--- src/rtl/mux5_rr_scheduler_if.sv ---
// Bundle of requester-side and datapath-side signals for the 5-input
// round-robin mux scheduler.
interface mux5_rr_scheduler_if;
    logic [4:0]  req;
    logic [14:0] data_in;
    logic [2:0]  sel;
    logic [4:0]  grant;
    logic [2:0]  data_out;
    logic        valid;
    logic [4:0]  done;

    modport master (
        output req,
        output data_in,
        input  sel,
        input  grant,
        input  data_out,
        input  valid,
        input  done
    );

    modport slave (
        input  req,
        input  data_in,
        output sel,
        output grant,
        output data_out,
        output valid,
        output done
    );
endinterface

--- src/rtl/mux5_rr_scheduler.sv ---
// Round-robin scheduler granting a shared 3-bit, 5-input mux to one
// requester at a time for a fixed dwell of DWELL cycles.
//
// state | meaning
// ------+--------------------------------------------------------------
// IDLE  | no grant; arbitrates on any request, sel keeps its last value
// HOLD  | requester sel owns the mux; cnt counts down the dwell
module mux5_rr_scheduler #(
    parameter int DWELL = 4,
    parameter int CW    = 4
) (
    input logic                 clock,
    input logic                 resetn,
    mux5_rr_scheduler_if.slave  bus
);

    typedef enum logic {IDLE, HOLD} state_t;

    localparam logic [CW-1:0] DWELL_M1 = CW'(DWELL - 1);

    state_t        state, state_n;
    logic [2:0]    ptr, ptr_n;
    logic [2:0]    sel_q, sel_n;
    logic [4:0]    grant_q, grant_n;
    logic [CW-1:0] cnt, cnt_n;
    logic [4:0]    done_c;
    logic [2:0]    data_out_c;
    logic [2:0]    base;
    logic [2:0]    win_idx;
    logic [3:0]    arb_sum;
    logic          win_any;
    logic          drop;
    logic          expire;

    function automatic logic [2:0] inc5(input logic [2:0] i);
        return (i >= 3'd4) ? 3'd0 : i + 3'd1;
    endfunction

    function automatic logic [4:0] onehot5(input logic [2:0] i);
        return 5'b00001 << i;
    endfunction

    // On release from HOLD the pointer moves past g in the same edge, so
    // the search must already start from g+1 to avoid an idle bubble.
    always_comb begin
        base    = (state == HOLD) ? inc5(sel_q) : ptr;
        win_any = |bus.req;
        win_idx = base;
        arb_sum = 4'd0;
        for (int k = 4; k >= 0; k--) begin
            arb_sum = {1'b0, base} + 4'(k);
            if (arb_sum >= 4'd5)
                arb_sum = arb_sum - 4'd5;
            if (bus.req[arb_sum[2:0]])
                win_idx = arb_sum[2:0];
        end
    end

    always_comb begin
        state_n = state;
        ptr_n   = ptr;
        sel_n   = sel_q;
        grant_n = grant_q;
        cnt_n   = cnt;
        done_c  = 5'b00000;
        drop    = 1'b0;
        expire  = 1'b0;
        case (state)
            IDLE: begin
                if (win_any) begin
                    state_n = HOLD;
                    grant_n = onehot5(win_idx);
                    sel_n   = win_idx;
                    cnt_n   = DWELL_M1;
                end
            end
            HOLD: begin
                // A dropped request wins over terminal count: no done pulse.
                drop   = !bus.req[sel_q];
                expire = !drop && (cnt == '0);
                if (expire)
                    done_c = grant_q;
                if (drop || expire) begin
                    ptr_n = inc5(sel_q);
                    if (win_any) begin
                        grant_n = onehot5(win_idx);
                        sel_n   = win_idx;
                        cnt_n   = DWELL_M1;
                    end else begin
                        state_n = IDLE;
                        grant_n = 5'b00000;
                    end
                end else begin
                    cnt_n = cnt - 1'b1;
                end
            end
            default: begin
                state_n = IDLE;
                grant_n = 5'b00000;
            end
        endcase
    end

    always_ff @(posedge clock or negedge resetn) begin
        if (!resetn) begin
            state   <= IDLE;
            ptr     <= 3'd0;
            sel_q   <= 3'd0;
            grant_q <= 5'b00000;
            cnt     <= '0;
        end else begin
            state   <= state_n;
            ptr     <= ptr_n;
            sel_q   <= sel_n;
            grant_q <= grant_n;
            cnt     <= cnt_n;
        end
    end

    always_comb begin
        data_out_c = 3'b000;
        if (|grant_q) begin
            case (sel_q)
                3'd0:    data_out_c = bus.data_in[2:0];
                3'd1:    data_out_c = bus.data_in[5:3];
                3'd2:    data_out_c = bus.data_in[8:6];
                3'd3:    data_out_c = bus.data_in[11:9];
                3'd4:    data_out_c = bus.data_in[14:12];
                default: data_out_c = 3'b000;
            endcase
        end
    end

    assign bus.sel      = sel_q;
    assign bus.grant    = grant_q;
    assign bus.valid    = |grant_q;
    assign bus.data_out = data_out_c;
    assign bus.done     = done_c;

endmodule

--- src/flat_wrapper.sv ---
// flat-port wrapper written by rule: the top's interface ports become plain ports
module mux5_rr_scheduler_flat 
#(
    parameter int DWELL = 4,
    parameter int CW    = 4
)
  (clock, resetn, bus_req, bus_data_in, bus_sel, bus_grant, bus_data_out, bus_valid, bus_done);
  mux5_rr_scheduler_if bus_i ();
  input logic clock;
  input logic resetn;
  input wire logic [$bits(bus_i.req)-1:0] bus_req;
  input wire logic [$bits(bus_i.data_in)-1:0] bus_data_in;
  output wire logic [$bits(bus_i.sel)-1:0] bus_sel;
  output wire logic [$bits(bus_i.grant)-1:0] bus_grant;
  output wire logic [$bits(bus_i.data_out)-1:0] bus_data_out;
  output wire logic [$bits(bus_i.valid)-1:0] bus_valid;
  output wire logic [$bits(bus_i.done)-1:0] bus_done;
  assign bus_i.req = bus_req;
  assign bus_i.data_in = bus_data_in;
  assign bus_sel = bus_i.sel;
  assign bus_grant = bus_i.grant;
  assign bus_data_out = bus_i.data_out;
  assign bus_valid = bus_i.valid;
  assign bus_done = bus_i.done;
  mux5_rr_scheduler #(.DWELL(DWELL), .CW(CW)) u_core (.clock(clock), .resetn(resetn), .bus(bus_i));
endmodule
--- config.mk ---
export PLATFORM = sky130hd
export DESIGN_NAME = mux5_rr_scheduler_flat
export DESIGN_NICKNAME = d
export VERILOG_FILES = /design/src/rtl/mux5_rr_scheduler_if.sv /design/src/rtl/mux5_rr_scheduler.sv /design/src/flat_wrapper.sv
export SDC_FILE = /design/constraint.sdc
export NUM_CORES = 1
export LEC_CHECK = 0
export BUFFER_PORTS_ARGS = -buffer_cell sky130_fd_sc_hd__buf_2
export CORE_UTILIZATION = 30
export CTS_CLUSTER_SIZE = 12
export DETAILED_ROUTE_END_ITERATION = 8
export PLACE_DENSITY = 0.6
export REMOVE_ABC_BUFFERS = 1
export SLEW_MARGIN = 20
export SYNTH_ARGS = -nofsm -noshare
export SYNTH_HDL_FRONTEND = slang
export SYNTH_SLANG_ARGS = --single-unit
--- constraint.sdc ---
create_clock -name clock -period 4.54 [get_ports clock]
set_input_delay 0.908 -clock clock [delete_from_list [all_inputs] [get_ports clock]]
set_output_delay 0.908 -clock clock [all_outputs]
set_load 0.05 [all_outputs]
==> flow_summary.yaml, run 1 <==
run_status:
  status: "finished, final reports clean"
grt:
  grt_pass1_vias: 2086
  grt_use_total_pct: 16.5
  grt_max_degree: 21
  overflow: 0
  antenna_found_initial: 0
  grt_pass1_wl_um: 10200
timing:
  setup_tns_ns: 0
  max_slew_margin_pct: 64.7
  setup_viol: 0
  setup_ws_ns: 0.254
  clock.fmax_mhz: 233
  clock_skew_ns: 0.00313
  fin_crit_ns: 4.29
  worst_slew_pin_slew_ns: 0.524
  hold_viol: 0
  fin_crit_sh_pct: 94.4
  slew_viol_final: 0
  rsz0062_at_grt: "false"
floorplan:
  initial_utilization_pct: 30.9
  num_rows: 31
  fp.dieW_um: 88.5
  coreArea_mm2: 0.00725
  io_pins: 39
  dieArea_mm2: 0.00783
  die_h_um: 88.5
drt:
  wl_met1_um: 3220
  top_layer_used: "met4"
  drt_iter0_drc: 174
  vias: 2411
  routed_wl_um: 6530
  drcViolationCount: 0
  wl_per_cell_um: 15.5
  avgViaCountPerCell: 5.71
  met3RoutedLength_um: 319
  met2_length_um: 2920
  final_antenna_net_count: 0
  drt-pass1-iter-count: 5
critical_path:
  cp_slowest_stage_delay_ns: 0.59
  path_delay_family: "compound AO/OA/AOI/OAI gates"
  cp_slowest_cell: "or4b_4"
  path_cells: "inv_1, ha_1, nor2b_1, mux2_4, inv_1, buf_4, fa_1, a21boi_0, buf_4, a22o_1, nand2_1, a41oi_1, or4b_4, o311ai_4, a31oi_2, a32o_1"
  critical_path_class: "flop to flop"
  worst_ep_arrival_time_ns: 4.42
  start_kind: "flop"
  worst-path-max-fanout: 9
  required_ns: 4.67
  crit_buf_inv: 4
  critPathCaptureType: "flop"
synth:
  synth_seq_area_share_pct: 17.8
  syn_inst: 281
  yosysUniqueCellTypes: 66
  synth_flop_cell: "dfrtp_1"
  yosysTopAreaCellShare_pct: 17.8
  synthTopCellsByArea: "dfrtp_1 (18%), ha_1 (7.8%), mux2i_1 (4.9%)"
  synth_commonest_cells: "nor2_1 (23), a21oi_1 (21), dfrtp_1 (16), nand2_1 (16), inv_1 (15)"
  synth_edf_count: 0
  syn_area_mm2: 0.00224
  synth_most_common_cell: "nor2_1"
  synth_seq_cells: 16
  ys_warn_count: 0
  syn_area_per_cell_um2: 7.98
  synth_top_cell_by_area: "dfrtp_1"
  async_flop_share_pct: 100
hold_path:
  hold_class: "flop to flop"
final_layout:
  antenna_cells: 0
  nets: 361
  final_core_util_pct: 37.0
  drive_gt1_share_pct: 28.5
  area.growth.synth_to_final_pct: 19.7
job:
  max_cap_violations: 0
placement:
  gp_congestion: 0.926
  hpwl_um: 5110
  io_buffers: 38
  dpl_worst_slack_ns: 0.171
clocking:
  cts-root-buf: "clkbuf_8"
  ctsHoldBuffers: 0
  clkTransAtPathRegs_ns: 0.06
  insertion_delay_ns: 0.25
  cts_max_path_buffers: 2
  clock_sinks: 16
  htree_levels: 1
  tritoncts: "done"
  cts_made_buffers: 3
[stage by stage]
stage,std cells,area [µm²],hold WS (ns)
after global routing,422,2690,0.565
after floorplan,267,2180,0.483
final,422,2690,0.523
after detailed placement,416,2580,0.520
after CTS,420,2640,0.529
after global placement,416,2580,0.509
[placed cells by master, fill, tap and decap left out, drive strengths merged, types with 4 or more instances in the layout]
cell type and count:
buf 52, nor2 25, a21oi 21, nand2 16, dfrtp 16, inv 15
ha 14, o21ai 14, mux2i 11, nor3 10, mux2 9, a31oi 8
and2 7, a21boi 7, nand3 6, nand2b 6, o31ai 6, nor2b 6
and3 5, nor3b 5, o211ai 4, o22ai 4, clkbuf 4
[timing repair]
item                                    CTS  global route
buffers inserted                          0             2
endpoints found under the setup margin    0             6
gates resized for setup                   0             7
[layer usage]
metal	vias up	global-route usage (%)
li1	1159	-
met1	1146	22.8
met2	98	28.3
met3	8	1.12
met4	0	3.52
met5	-	0
[flip-flops by register name, indices dropped and copies added (netlist names)]
register          count
u_core.ptr            3
u_core.bus.sel        3
u_core.state          1
u_core.bus.grant      5
u_core.cnt            4
[layout make-up]
cell class | count | area [µm²]
clock buffers | 4 | 55.1
fillers | 759 | 4570
inverters | 16 | 61.3
multi-input cells | 235 | 1750
flip-flops and latches | 16 | 402
well taps | 99 | 124
repair buffers | 52 | 295
[tightest hold or removal path, stage by stage, from the launching register on]
cell	delay, ns
dfrtp_1	0.38
nand2_1	0.06
o31ai_1	0.06
[final timing paths]
kind | slack, ns | startpoint | endpoint | cells after the start
min in group asynchronous | 0.57 | resetn | u_core.bus.grant[1]$_DFFE_PN0P_ | 1
setup reg to reg | 0.25 | u_core.bus.sel[1]$_DFFE_PN0P_ | u_core.bus.grant[4]$_DFFE_PN0P_ | 16
max in group asynchronous | 3.69 | resetn | u_core.bus.sel[1]$_DFFE_PN0P_ | 1
hold reg to reg | 0.52 | u_core.bus.grant[1]$_DFFE_PN0P_ | u_core.bus.grant[1]$_DFFE_PN0P_ | 2
hold / removal | 0.52 | u_core.bus.grant[1]$_DFFE_PN0P_ | u_core.bus.grant[1]$_DFFE_PN0P_ | 2
setup / recovery | 0.25 | u_core.bus.sel[1]$_DFFE_PN0P_ | u_core.bus.grant[4]$_DFFE_PN0P_ | 16
[cells by family after synthesis]
kind of cell | share of synthesized area [%]
compound gates | 31.4
fa+ha+maj | 8.70
buf+inv | 5.52
flops | 17.8
mux | 10.8
simple gates | 25.8
Power of run 1 is left out: the tool's default activity adds up to more than one toggle a clock period on the data nets, which glitch-free logic cannot reach.
==> run 2, diff against run 1 <==
--- a/config.mk
+++ b/config.mk
@@ -7,9 +7,10 @@
 export LEC_CHECK = 0
 export BUFFER_PORTS_ARGS = -buffer_cell sky130_fd_sc_hd__buf_2
 export CORE_UTILIZATION = 30
+export CTS_BUF_LIST = sky130_fd_sc_hd__clkbuf_8
 export CTS_CLUSTER_SIZE = 12
 export DETAILED_ROUTE_END_ITERATION = 8
-export PLACE_DENSITY = 0.6
+export PLACE_DENSITY = 0.58
 export REMOVE_ABC_BUFFERS = 1
 export SLEW_MARGIN = 20
 export SYNTH_ARGS = -nofsm -noshare
==> constraint.sdc (replaced) <==
create_clock -name clock -period 4.4 [get_ports clock]
set_input_delay 0.88 -clock clock [delete_from_list [all_inputs] [get_ports clock]]
set_output_delay 0.88 -clock clock [all_outputs]
set_load 0.05 [all_outputs]
==> run 2 against run 1 <==
Effect of this change: routed wire length increased by 1.8%; count of clock-buffer cells in the layout unchanged; register-to-register slack got worse by 0.02 ns; non-clock buffer count increased by 5; sequential share of layout area decreased by 0.27 points; clock skew decreased by 0.0019 ns; via count increased by 0.46%; critical path depth decreased by 1; design area increased by 1.8%; die area unchanged; core utilization increased by 0.67 points; first-iteration DRC count decreased by 13%; critical endpoint unchanged; largest cell class unchanged.
==> flow_summary.yaml, run 2 (synthesized netlist as in run 1, its figures left out) <==
drt:
  top_layer_used: "met4"
  wl_per_cell_um: 15.6
  routed_wl_um: 6650
  drt_iter0_drc: 152
  drcViolationCount: 0
  final_antenna_net_count: 0
  vias: 2422
  met3RoutedLength_um: 488
  avgViaCountPerCell: 5.67
  wl_met1_um: 3010
  drt-pass1-iter-count: 7
  met2_length_um: 3050
final_layout:
  multi_input_area_mm2: 0.00176
  antenna_cells: 0
  largest_reg_flops: 5
  instances_no_fill: 427
  final_common_cell: "buf_2"
  nets: 366
  final_cell_mix: "buf_2 (38), nor2_1 (23), a21oi_1 (20)"
  drive_gt1_share_pct: 29.0
  final-seq-area_um2: 402
  fillCellCount: 784
  area.growth.synth_to_final_pct: 21.9
floorplan:
  dieArea_mm2: 0.00783
  initial_utilization_pct: 30.9
  num_rows: 31
  coreArea_mm2: 0.00725
  die_h_um: 88.5
  io_pins: 39
  fp.dieW_um: 88.5
timing:
  fin_crit_sh_pct: 94.7
  setup_tns_ns: 0
  clock_skew_ns: 0.00123
  max_slew_margin_pct: 64.7
  clock.fmax_mhz: 240
  hold_viol: 0
  setup_viol: 0
  fin_crit_ns: 4.17
  worst_slew_pin_slew_ns: 0.525
  setup_ws_ns: 0.231
  slew_viol_final: 0
critical_path:
  cp_slowest_stage_delay_ns: 0.52
  reg2regPathDepth: 15
  worst-path-max-fanout: 5
  endpoint: "u_core.bus.grant[4]$_DFFE_PN0P_"
  worstReg2RegStart: "u_core.bus.sel[0]$_DFFE_PN0P_"
  crit_start: "u_core.bus.sel[0]$_DFFE_PN0P_"
  worst_ep_arrival_time_ns: 4.31
  r2r_slack_ns: 0.23
  path_cells: "inv_1, ha_1, nor2b_1, mux2_4, inv_1, ha_1, ha_1, a21oi_2, mux2_4, mux2i_1, nor3_1, or4b_4, o211ai_1, a22oi_1, a32o_1"
  start_kind: "flop"
  critical_path_class: "flop to flop"
  crit_top_cell: "ha_1"
  r2r-end: "u_core.bus.grant[4]$_DFFE_PN0P_"
  cp_slowest_cell: "or4b_4"
  required_ns: 4.55
  critPathCaptureType: "flop"
placement:
  gp_congestion: 0.923
  io_buffers: 38
  dp.cells: 420
  dpl_worst_slack_ns: 0.170
  hpwl_um: 5270
clocking:
  insertion_delay_ns: 0.25
  cts_made_buffers: 3
  clock_sinks: 16
  clkTransAtPathRegs_ns: 0.06
  htree_levels: 1
  cts_max_path_buffers: 2
  tritoncts: "done"
  cts-root-buf: "clkbuf_8"
  ctsHoldBuffers: 0
hold_path:
  hold_class: "input port to async pin"
grt:
  grt_use_total_pct: 17.1
  grt_pass1_wl_um: 10400
  antenna_found_initial: 0
  grt_pass1_vias: 2131
  grt_max_degree: 19
  overflow: 0
job:
  max_cap_violations: 0
run_status:
  status: "finished, final reports clean"
[run 2: how the worst min path moves through the flow]
stage | from | endpoint | slack [ns] | cells past startpoint
after floorplan | u_core.cnt[2]$_DFF_PN0_ | u_core.cnt[2]$_DFF_PN0_ | 0.48 | 2
after global placement | u_core.cnt[0]$_DFF_PN0_ | u_core.cnt[0]$_DFF_PN0_ | 0.51 | 1
after detailed placement | u_core.bus.grant[2]$_DFFE_PN0P_ | u_core.bus.grant[2]$_DFFE_PN0P_ | 0.52 | 2
after CTS | resetn | u_core.cnt[3]$_DFF_PN0_ | 0.54 | 1
after global routing | resetn | u_core.cnt[2]$_DFF_PN0_ | 0.55 | 1
final | resetn | u_core.cnt[3]$_DFF_PN0_ | 0.53 | 1
[run 2: per-stage QoR]
step           hold slack, ns  utilization [%]  area [µm²]
2_1_floorplan           0.483                -        2180
3_3_place_gp            0.513             36.1        2620
3_5_place_dp            0.522             36.1        2620
4_1_cts                 0.535             36.8        2670
5_1_grt                 0.549             37.7        2740
6_report                0.527             37.7        2740
[run 2: area by class of cell]
type                            instances  area share, %
Clock buffer                            4           2.01
Inverter                               16           2.24
Multi-Input combinational cell        235           64.4
Sequential cell                        16           14.7
Tap cell                               99           4.53
Timing Repair Buffer                   57           12.2
[run 2: repair_timing]
item / 4_1_cts / 5_1_grt
buffers inserted: 0 / 3
resized for setup: 0 / 9
setup endpoints to repair: 0 / 7
[run 2: metal layers]
| layer | track usage, % | up-vias |
|---|---|---|
| met2 | 28.9 | 127 |
| met3 | 1.12 | 9 |
| met4 | 5.72 | 0 |
| li1 | - | 1165 |
| met5 | 0 | - |
| met1 | 23.2 | 1121 |
[run 2: critical path: cells and delay by family, from the launching register on]
kind	cells	cell delay, ns
compound gates	4	0.99
fa+ha+maj	3	0.78
mux	3	0.90
flops	1	0.38
buf+inv	2	0.24
simple gates	3	0.77
Power of run 2 is left out for the same reason.
==> run 3, diff against run 2 <==
--- a/config.mk
+++ b/config.mk
@@ -10,7 +10,7 @@
 export CTS_BUF_LIST = sky130_fd_sc_hd__clkbuf_8
 export CTS_CLUSTER_SIZE = 12
 export DETAILED_ROUTE_END_ITERATION = 8
-export PLACE_DENSITY = 0.58
+export PLACE_DENSITY_LB_ADDON = 0.15
 export REMOVE_ABC_BUFFERS = 1
 export SLEW_MARGIN = 20
 export SYNTH_ARGS = -nofsm -noshare
==> run 3 against run 2 <==
Effect of this change: non-clock buffer count fell by 2; global-route usage rose by 0.46 points; critical path depth did not move; die area did not move; design area fell by 1.1%; sequential share of layout area rose by 0.12 points; largest cell class unchanged.
==> flow_summary.yaml, run 3 (synthesized netlist as in run 1, its figures left out) <==
final_layout:
  drive_gt1_share_pct: 27.9
  area.growth.synth_to_final_pct: 20.6
  design_area_mm2: 0.00271
  final_cell_mix: "buf_2 (38), nor2_1 (23), a21oi_1 (20)"
  final_common_cell: "buf_2"
  antenna_cells: 0
  largest_reg_flops: 5
  nets: 364
clocking:
  clock_sinks: 16
  cts_made_buffers: 3
  insertion_delay_ns: 0.25
  clkTransAtPathRegs_ns: 0.07
  cts-root-buf: "clkbuf_8"
  tritoncts: "done"
  cts_max_path_buffers: 2
  htree_levels: 1
grt:
  grt_max_degree: 17
  antenna_found_initial: 0
  grt_pass1_wl_um: 10700
  overflow: 0
  grt_use_total_pct: 17.6
  grt_pass1_vias: 2093
floorplan:
  io_pins: 39
  num_rows: 31
  fp.dieW_um: 88.5
  coreArea_mm2: 0.00725
  die_h_um: 88.5
  dieArea_mm2: 0.00783
  initial_utilization_pct: 30.9
drt:
  drt_iter0_drc: 86
  vias: 2292
  final_antenna_net_count: 0
  drt-pass1-iter-count: 4
  wl_per_cell_um: 15.8
  avgViaCountPerCell: 5.39
  drcViolationCount: 0
  routed_wl_um: 6720
critical_path:
  start_kind: "flop"
  crit_top_cell: "ha_1"
  path_cells: "ha_1, ha_1, nor3b_1, nor2_2, inv_1, ha_1, and2_1, a221oi_4, o21ai_1, and3_1, a21oi_1, or4b_4, o311ai_4, a31oi_2, o31ai_1"
  worstReg2RegStart: "u_core.bus.sel[0]$_DFFE_PN0P_"
  worst_ep_arrival_time_ns: 4.29
  critical_path_class: "flop to flop"
  cp_slowest_cell: "or4b_4"
  cp_slowest_stage_delay_ns: 0.50
  worst-path-max-fanout: 6
  crit_start: "u_core.bus.sel[0]$_DFFE_PN0P_"
  critPathCaptureType: "flop"
  path_delay_family: "compound AO/OA/AOI/OAI gates"
  required_ns: 4.55
  crit_buf_inv: 1
placement:
  io_buffers: 38
  placed_area_mm2: 0.00262
  hpwl_um: 5410
  gp_congestion: 0.831
timing:
  setup_viol: 0
  worst_slew_pin_slew_ns: 0.522
  clock_skew_ns: 0.00406
  fin_crit_sh_pct: 94.0
  clock.fmax_mhz: 242
  rsz0062_at_grt: "false"
  fin_crit_ns: 4.14
  max_slew_margin_pct: 64.8
  hold_viol: 0
  slew_viol_final: 0
run_status:
  status: "finished, final reports clean"
job:
  max_cap_violations: 0
hold_path:
  hold_start: "u_core.bus.grant[2]$_DFFE_PN0P_"
  hold_class: "flop to flop"
run 3: routing by layer:
layer	GRT usage, %	up-vias	share of wire [%]	routed length [µm]
li1	-	1160	-	-
met1	24.0	1058	49	3270
met2	29.1	64	46	3090
met3	1.31	10	3.3	220
met4	6.60	0	2.0	136
met5	0	-	0	0
run 3: layout make-up:
cell class	instances	area, µm²
fill	778	4550
multi-input combinational	235	1750
sequential	16	400
timing repair buffer	55	318
tap	99	124
inverter	16	61.3
clock buffer	4	55.1
run 3: final timing paths:
check | end | slack, ns | cells past startpoint
min in group asynchronous | u_core.bus.grant[0]$_DFFE_PN0P_ | 0.53 | 1
setup reg to reg | u_core.bus.grant[3]$_DFFE_PN0P_ | 0.26 | 15
hold reg to reg | u_core.bus.grant[2]$_DFFE_PN0P_ | 0.51 | 2
setup / recovery | u_core.bus.grant[3]$_DFFE_PN0P_ | 0.26 | 15
max in group asynchronous | u_core.cnt[0]$_DFF_PN0_ | 3.60 | 1
hold / removal | u_core.bus.grant[2]$_DFFE_PN0P_ | 0.51 | 2
run 3: worst min-delay path: cells and delay by family, from the launching register on:
kind	cells	cell delay, ns
and+or+nand+nor	1	0.06
AOI/OAI and AO/OA	1	0.06
DFF	1	0.37
run 3: what timing repair did:
item	4_1_cts	5_1_grt
resized for setup	0	4
setup endpoints to repair	0	5
endpoints found under the hold margin	0	0
setup buffers	0	1
hold buffers	0	0
run 3: through the flow:
stage,setup WS (ns),hold WS (ns),cells,setup TNS (ns),util (%)
4_1_cts,0.179,0.520,424,0,36.8
3_5_place_dp,0.203,0.505,420,0,36.1
5_1_grt,0.0260,0.539,425,0,37.3
3_3_place_gp,0.137,0.515,420,0,36.1
2_1_floorplan,-0.301,0.483,267,-1.40,-
6_report,0.263,0.513,425,0,37.3
Power of run 3 is left out for the same reason.
